$ cat src/rtl/hex_disp_pkg.sv
// rtl/hex_disp_pkg.sv - shared types, constants and width helpers for the hex display scanner
package hex_disp_pkg;

    typedef logic [6:0] seg_t;

    // All segments off (active-low pins)
    localparam seg_t SEG_BLANK = 7'h7F;

    // Bits needed to index NDIG digits; never narrower than one bit
    function automatic int DIG_W(input int n);
        return (n > 1) ? $clog2(n) : 1;
    endfunction

    // Bits needed for a 0..DIV-1 slot counter; never narrower than one bit
    function automatic int CNT_W(input int n);
        return (n > 1) ? $clog2(n) : 1;
    endfunction

endpackage

$ cat src/rtl/hex_scan_ctrl_hex.sv
// rtl/hex_scan_ctrl_hex.sv - 4-bit to active-low 7-segment decoder, bit 6 = a .. bit 0 = g
module hex
    import hex_disp_pkg::*;
(
    input  logic [3:0] i_nib,
    output seg_t       o_seg
);

    // Pure lookup; a lit segment drives its pin low
    always_comb begin
        o_seg = SEG_BLANK;
        case (i_nib)
            4'h0: o_seg = 7'b0000001;
            4'h1: o_seg = 7'b1001111;
            4'h2: o_seg = 7'b0010010;
            4'h3: o_seg = 7'b0000110;
            4'h4: o_seg = 7'b1001100;
            4'h5: o_seg = 7'b0100100;
            4'h6: o_seg = 7'b0100000;
            4'h7: o_seg = 7'b0001111;
            4'h8: o_seg = 7'b0000000;
            4'h9: o_seg = 7'b0000100;
            4'hA: o_seg = 7'b0001000;
            4'hB: o_seg = 7'b1100000;
            4'hC: o_seg = 7'b0110001;
            4'hD: o_seg = 7'b1000010;
            4'hE: o_seg = 7'b0110000;
            4'hF: o_seg = 7'b0111000;
            default: o_seg = SEG_BLANK;
        endcase
    end

endmodule

$ cat src/rtl/hex_scan_ctrl.sv
// rtl/hex_scan_ctrl.sv - multiplexed 7-segment scan controller with frame-synchronous double buffer
module hex_scan_ctrl
    import hex_disp_pkg::*;
#(
    parameter int NDIG  = 4,
    parameter int DIV   = 50000,
    parameter int BLANK = 4
) (
    input  logic              clk,
    input  logic              rst_n,
    input  logic              load,
    input  logic [4*NDIG-1:0] value,
    input  logic [NDIG-1:0]   dp_in,
    input  logic              lz_en,
    output logic              pending,
    output logic              frame_tick,
    output seg_t              seg,
    output logic              dp,
    output logic [NDIG-1:0]   an
);

    localparam int CW = CNT_W(DIV);
    localparam int DW = DIG_W(NDIG);

    logic [CW-1:0]     r_div_cnt;
    logic [DW-1:0]     r_dig_idx;
    logic [4*NDIG-1:0] r_sh_data;
    logic [NDIG-1:0]   r_sh_dp;
    logic [4*NDIG-1:0] r_disp_data;
    logic [NDIG-1:0]   r_disp_dp;
    logic              r_pending;
    logic              r_frame_tick;
    seg_t              r_seg;
    logic              r_dp;
    logic [NDIG-1:0]   r_an;

    logic              w_slot_end;
    logic              w_frame_wrap;
    logic [3:0]        w_nib;
    logic              w_dp_sel;
    logic              w_zero_run;
    logic [NDIG-1:0]   w_lz_mask;
    logic              w_suppress;
    logic              w_an_on;
    seg_t              w_hex_seg;

    assign w_slot_end   = (r_div_cnt == CW'(DIV - 1));
    assign w_frame_wrap = w_slot_end && (r_dig_idx == DW'(NDIG - 1));
    assign w_an_on      = (int'(r_div_cnt) < (DIV - BLANK));

    // Slot counter and digit index; the digit advances when the slot counter wraps
    always_ff @(posedge clk or negedge rst_n) begin
        if (!rst_n) begin
            r_div_cnt <= '0;
            r_dig_idx <= '0;
        end else if (w_slot_end) begin
            r_div_cnt <= '0;
            r_dig_idx <= w_frame_wrap ? '0 : r_dig_idx + DW'(1);
        end else begin
            r_div_cnt <= r_div_cnt + CW'(1);
        end
    end

    // Shadow capture and frame-boundary commit; a load on the wrap edge bypasses the shadow
    always_ff @(posedge clk or negedge rst_n) begin
        if (!rst_n) begin
            r_sh_data   <= '0;
            r_sh_dp     <= '0;
            r_disp_data <= '0;
            r_disp_dp   <= '0;
            r_pending   <= 1'b0;
        end else begin
            if (load) begin
                r_sh_data <= value;
                r_sh_dp   <= dp_in;
            end
            if (w_frame_wrap) begin
                if (load) begin
                    r_disp_data <= value;
                    r_disp_dp   <= dp_in;
                end else if (r_pending) begin
                    r_disp_data <= r_sh_data;
                    r_disp_dp   <= r_sh_dp;
                end
                r_pending <= 1'b0;
            end else if (load) begin
                r_pending <= 1'b1;
            end
        end
    end

    // Leading-zero mask: digit k is blankable when it and every digit above it are zero
    always_comb begin
        w_lz_mask  = '0;
        w_zero_run = 1'b1;
        for (int k = NDIG - 1; k >= 1; k--) begin
            w_zero_run   = w_zero_run && (r_disp_data[4*k +: 4] == 4'h0);
            w_lz_mask[k] = w_zero_run;
        end
    end

    // Select the active digit's nibble, decimal point and suppression bit
    always_comb begin
        w_nib      = 4'h0;
        w_dp_sel   = 1'b0;
        w_suppress = 1'b0;
        for (int i = 0; i < NDIG; i++) begin
            if (r_dig_idx == DW'(i)) begin
                w_nib      = r_disp_data[4*i +: 4];
                w_dp_sel   = r_disp_dp[i];
                w_suppress = lz_en && w_lz_mask[i];
            end
        end
    end

    hex u_hex (
        .i_nib (w_nib),
        .o_seg (w_hex_seg)
    );

    // Registered pin drivers, one cycle behind the scan counters
    always_ff @(posedge clk or negedge rst_n) begin
        if (!rst_n) begin
            r_frame_tick <= 1'b0;
            r_seg        <= SEG_BLANK;
            r_dp         <= 1'b1;
            r_an         <= '1;
        end else begin
            r_frame_tick <= w_frame_wrap;
            r_seg        <= w_suppress ? SEG_BLANK : w_hex_seg;
            r_dp         <= ~w_dp_sel;
            r_an         <= w_an_on ? ~(NDIG'(1) << r_dig_idx) : '1;
        end
    end

    assign pending    = r_pending;
    assign frame_tick = r_frame_tick;
    assign seg        = r_seg;
    assign dp         = r_dp;
    assign an         = r_an;

endmodule

$ cat config.mk
export PLATFORM = sky130hd
export DESIGN_NAME = hex_scan_ctrl
export DESIGN_NICKNAME = d
export VERILOG_FILES = /design/src/rtl/hex_disp_pkg.sv /design/src/rtl/hex_scan_ctrl_hex.sv /design/src/rtl/hex_scan_ctrl.sv
export SDC_FILE = /design/constraint.sdc
export NUM_CORES = 1
export LEC_CHECK = 0
export CAP_MARGIN = 15
export CORE_MARGIN = 10
export CORE_UTILIZATION = 45
export DETAILED_ROUTE_END_ITERATION = 10
export PLACE_DENSITY = 0.66
export SYNTH_ARGS = -nofsm -noshare
export SYNTH_HDL_FRONTEND = slang
export SYNTH_HIERARCHICAL = 1
export SYNTH_SLANG_ARGS = --single-unit
export TNS_END_PERCENT = 1
$ cat constraint.sdc
create_clock -name clk -period 4.4 [get_ports clk]
set_clock_uncertainty 0.1 [all_clocks]
set_input_delay 0.66 -clock clk [delete_from_list [all_inputs] [get_ports clk]]
set_output_delay 0.66 -clock clk [all_outputs]
set_load 0.1 [all_outputs]
==> results of run 1 <==
-- critical path: stages, from the launching register on --
cell      delay [ns]
dfrtp_1         0.43
ha_1            0.31
nor2b_1         0.29
a221oi_1        0.13
o31ai_1         0.67
inv_1           0.22
ha_1            0.34
inv_1           0.05
mux4_2          0.44
or2_2           0.30
-- cells in the final DEF, fill, tap and decap left out, types with 8 or more instances in the layout --
master	synthesis	routed
inv_1	8	8
ha_1	12	12
nand3_1	9	9
clkdlybuf4s50_1	0	36
mux2_4	20	20
nand2_1	17	17
dfstp_2	12	12
clkbuf_8	0	9
dfrtp_1	60	60
nor2_1	11	11
mux2_2	22	22
-- power groups by stage --
stage                     registers [uW]  clock network [uW]  logic (uW)
after floorplan                      752                   0        58.7
after global placement               719                   0         145
after detailed placement             719                   0         148
after CTS                            707                 593         148
after global routing                 710                 627         159
final                                706                 574         145
-- state kept, by name, indices dropped and copies added, names as in the netlist --
signal / cells
pending: 1
r_div_cnt: 16
dp: 1
r_disp_dp: 4
r_sh_data: 16
an: 4
r_sh_dp: 4
r_disp_data: 16
frame_tick: 1
r_dig_idx: 2
seg: 7
-- metal layers --
metal,global-route usage,part of all wire
met2,0.161,0.43
met5,0,0
met4,0.0561,0.012
met3,0.0419,0.053
met1,0.155,0.51
-- layout make-up --
type | count | share of cell area
sequential | 72 | 0.446
clock inverter | 7 | 0.0233
tap | 99 | 0.0304
clock buffer | 9 | 0.0304
timing repair buffer | 40 | 0.0952
multi-input combinational | 174 | 0.368
inverter | 8 | 0.00737
-- cell families after synthesis --
kind of cell	after synthesis
xor gates and xnor gates	11
adders and majority gates	12
and+or+nand+nor	76
DFF	72
AOI/OAI and AO/OA	26
buffers and inverters	18
muxes	49
-- how the worst max path moves through the flow --
stage | start | to
final | r_dig_idx[0]$_DFFE_PN0N_ | seg[3]$_DFF_PN1_
after CTS | r_dig_idx[1]$_DFFE_PN0N_ | seg[3]$_DFF_PN1_
after global routing | r_dig_idx[1]$_DFFE_PN0N_ | seg[3]$_DFF_PN1_
after global placement | r_dig_idx[0]$_DFFE_PN0N_ | seg[3]$_DFF_PN1_
after detailed placement | r_dig_idx[1]$_DFFE_PN0N_ | seg[3]$_DFF_PN1_
after floorplan | r_dig_idx[0]$_DFFE_PN0N_ | seg[3]$_DFF_PN1_
-- stage by stage --
step	hold WS (ns)	utilization	total power (uW)	instances
floorplan	0.264	-	811	264
global placement	0.352	0.529	864	393
detailed placement	0.346	0.529	867	393
CTS	0.360	0.559	1450	409
global route	0.394	0.559	1500	409
finish	0.350	0.559	1430	409
==> out/results.ini, run 1 <==
[placement]
post-place-ws_ns=1.05
placed_area_um2=3860
dpl.hpwl_um=4440
port_buffers=37
place_congestion=0.810

[synth]
synth_top_family_by_area=multiplexers
synth_compound_area_frac=0.0530
synthCells=264
synth-simple-area-share=0.128
synthesis.nets=300
synth.most_common_cell=dfrtp_1
synth-edff-count=0
async_flop_share=1.00
ys_ff_latch=72
synth_seq_area_share=0.534
yosys-top-cells-count=60 x dfrtp_1, 22 x mux2_2, 20 x mux2_4, 17 x nand2_1
yosysWarnings=6
netlist.area_leader.share=0.442
synth_xor_area_frac=0.0283
ys_types=45
muxShareOfSynthArea=0.185
ys_top_cells_by_area=dfrtp_1 44%, dfstp_2 9.3%, mux2_4 8.8%
syn_area_um2=3400
synth.avg_cell_area_um2=12.9
synthAdderAreaFrac=0.0442
ys.flop_type=dfrtp_1
synth_top_cell_by_area=dfrtp_1

[timing]
rsz0062_at_grt=false
min_period_over_period=0.755
final_max_slew_viol_count=0
setup_viol=0
fin_setup_tns_ns=0
max_slew.worst_pin.slew_ns=1.03
slew_headroom=0.308
fin_ws_ns=1.08
clock.fmax_ghz=0.301
finalHoldViolCount=0
min_period_ns=3.32

[worst_setup_path]
crit_type=reg2reg
endpoint_kind=flip-flop
timing.reg2reg.worst_path_depth=9
r2r_start=r_dig_idx[0]$_DFFE_PN0N_
start_kind=flip-flop
worstPathArrival_ns=3.50
crit_fanout=9
worstPathRequired_ns=4.58
reg2reg_setup_slack_ns=1.08
regToRegEndpoint=seg[3]$_DFF_PN1_

[worst_hold_path]
hp-start=r_disp_dp[3]$_DFFE_PN0P_
hold_path_class=reg2reg
hold_end=dp$_DFF_PN1_
hold_depth=1

[floorplanning]
ios=38
die_area_um2=11400
coreArea_um2=7290
die_w_um=107
rows=31
die_h_um=107
floorplan.initialDensity=0.466

[global_routing]
track_usage=0.115
grt_pass1_vias=2136
antenna_found_initial=0
grt_max_degree=45
grt_pass1_wl_um=10600
grt_overflow=0

[power]
power_leakage_uw=0.00187
ir_drop_mv=0.174
power.density_nw_per_um2=350
switching_share=0.243
seqPwrFrac=0.496
p_sw_uw=346
pwr-share-comb=0.102
clockPowerShare=0.402
internal_power_uw=1080

[layout]
final_area_um2=4080
multiInputGateArea_um2=1500
antenna_cells=0
fin_nets=341
drive_gt1_frac=0.287
fillers=655
register_area_um2=1820
syn_to_final_growth_pct=19.8

[clock_network]
clockBufferDepth=2
ctsResizeCount=0
cts-root-buf=clkbuf_8
cts_sinks=72
cts_buffers=9
path_clk_slew_ns=0.08
worstSkewPairLatency_ns=0.34
cts_tree=built
htree_levels=3
cts_hold_buf=0
cts_setup_buffers=0

[drt]
firstDrtPassIters=4
drt_wl_total_um=6220
drc=0
vias=2084
dr.first_iter.drc_count=95
wl_per_cell_um=15.2
final_antenna_net_count=0
vias_per_cell=5.10

[job]
maxCapViolCount=0

[status]
outcome=finished, final reports clean

Power figures use the tool's default switching activity.
==> run 2, diff against run 1 <==
--- a/config.mk
+++ b/config.mk
@@ -9,7 +9,7 @@
 export CORE_MARGIN = 10
 export CORE_UTILIZATION = 45
 export DETAILED_ROUTE_END_ITERATION = 10
-export PLACE_DENSITY = 0.66
+export PLACE_DENSITY = 0.69
 export SYNTH_ARGS = -nofsm -noshare
 export SYNTH_HDL_FRONTEND = slang
 export SYNTH_HIERARCHICAL = 1
==> constraint.sdc (replaced) <==
create_clock -name clk -period 2.75 [get_ports clk]
set_clock_uncertainty 0.1 [all_clocks]
set_input_delay 0.4125 -clock clk [delete_from_list [all_inputs] [get_ports clk]]
set_output_delay 0.4125 -clock clk [all_outputs]
set_load 0.1 [all_outputs]
==> run 2 against run 1 <==
  * Combinational power is 63% higher
  * Design area is 2.7% higher
  * Count of clock-buffer cells in the layout is 4 higher
  * Non-clock buffer count is 9 higher
  * Critical endpoint unchanged
  * Sequential power is 60% higher
  * Highest routed layer unchanged
==> out/results.ini, run 2 (same netlist as run 1, synthesis figures left out) <==
[status]
outcome=finished, final reports clean

[timing]
rsz0062_at_grt=false
min_period_ns=2.63
max_slew.worst_pin.slew_ns=0.678
finalHoldViolCount=0
final_max_slew_viol_count=0
setup_viol=0
clock.fmax_ghz=0.380
slew_headroom=0.544
min_period_over_period=0.956
fin_setup_tns_ns=0

[floorplanning]
floorplan.initialDensity=0.466
die_h_um=107
die_w_um=107
coreArea_um2=7290
rows=31
die_area_um2=11400
ios=38

[drt]
vias_per_cell=5.07
drc=0
wl_per_cell_um=14.9
final_antenna_net_count=0
vias=2113
dr.first_iter.drc_count=114
drt_wl_total_um=6200
firstDrtPassIters=4

[worst_setup_path]
cpPeakStageDelay_ns=0.45
worstPathArrival_ns=2.80
endpoint_kind=flip-flop
crit_buf_inv=3
path_delay_family=simple AND/OR/NAND/NOR gates
crit_chain=inv_2 > ha_2 > nor2b_4 > a221oi_2 > o31ai_2 > inv_2 > ha_1 > inv_1 > mux4_2 > or2_2
start_kind=flip-flop
crit_fanout=5
worstPathRequired_ns=2.92
crit_type=reg2reg
cp_common_cell=inv_2
critPathSlowestCell=dfrtp_2

[layout]
drive_gt1_frac=0.381
most-common-layout-cells=59 x dfrtp_1, 24 x buf_4, 22 x mux2_2, 22 x clkdlybuf4s50_1, 20 x mux2_4
antenna_cells=0
final_common_cell=dfrtp_1
syn_to_final_growth_pct=23.0
fin_nets=350
utilization=0.574
top_regs=r_disp_data (16), r_div_cnt (16), r_sh_data (16)

[global_routing]
grt_max_degree=73
grt_pass1_vias=2133
grt_util_met2=0.162
track_usage=0.116
antenna_found_initial=0
grt_pass1_wl_um=10700
use_met3=0.0329
met1_usage=0.157
busiest_layer=met2
grt_overflow=0

[power]
pwr-share-comb=0.101
power.density_nw_per_um2=561
internal_power_uw=1820
clockPowerShare=0.417
p_sw_uw=522
seqPwrFrac=0.482
ir_drop_mv=0.258
switching_share=0.222
power_leakage_uw=0.00196

[clock_network]
path_clk_slew_ns=0.08
clockBufferDepth=2
cts-root-buf=clkbuf_8
cts_sinks=72
htree_levels=3
worstSkewPairLatency_ns=0.34
cts_tree=built
cts_buffers=9

[worst_hold_path]
hold_path_class=reg2reg

[placement]
dpl.hpwl_um=4350
port_buffers=37
place_congestion=0.817

[job]
maxCapViolCount=0

## run 2: timing repair
action | 4_1_cts | 5_1_grt
hold buffers | 1 | 0
endpoints found under the setup margin | 0 | 2
resized for setup | 0 | 9
hold endpoints to repair | 18 | 0
setup buffers | 0 | 2
## run 2: power by group through the flow
stage | Clock [uW] | Sequential (uW) | Combinational (uW)
6_report | 979 | 1130 | 237
5_1_grt | 1050 | 1140 | 259
4_1_cts | 999 | 1130 | 242
3_5_place_dp | 0 | 1150 | 238
3_3_place_gp | 0 | 1150 | 236
2_1_floorplan | 0 | 1200 | 94.4
## run 2: cell type report
class                      count  area (um^2)
fill                         608         3110
sequential                    72         1820
multi-input combinational    174         1540
timing repair buffer          49          435
clock buffer                  13          179
tap                           99          124
clock inverter                 2         60.1
inverter                       8         30.0
## run 2: per-layer routing
| metal | up-vias | share of wire |
|---|---|---|
| met5 | - | 0 |
| met4 | 0 | 0.020 |
| met3 | 8 | 0.047 |
| met2 | 41 | 0.42 |
| met1 | 1038 | 0.51 |
| li1 | 1026 | - |
## run 2: path summary, 6_finish.rpt
kind | from | end | cells after the start | slack (ns)
setup / recovery | r_dig_idx[0]$_DFFE_PN0N_ | seg[3]$_DFF_PN1_ | 10 | 0.12
max in group asynchronous | rst_n | dp$_DFF_PN1_ | 3 | 1.67
hold reg to reg | r_disp_dp[3]$_DFFE_PN0P_ | dp$_DFF_PN1_ | 1 | 0.33
hold / removal | r_disp_dp[3]$_DFFE_PN0P_ | dp$_DFF_PN1_ | 1 | 0.33
min in group asynchronous | rst_n | frame_tick$_DFF_PN0_ | 3 | 0.50
setup reg to reg | r_dig_idx[0]$_DFFE_PN0N_ | seg[3]$_DFF_PN1_ | 10 | 0.12
## run 2: stage by stage
step	hold WS, ns	instance area [um^2]	power, uW	std cells	setup slack, ns
after floorplan	0.0169	3430	1300	264	0.00232
after global placement	0.313	3890	1380	399	0.171
after detailed placement	0.317	3890	1390	399	0.101
after CTS	0.331	4140	2370	415	0.0675
after global routing	0.361	4180	2450	417	0.00710
final	0.326	4180	2350	417	0.122
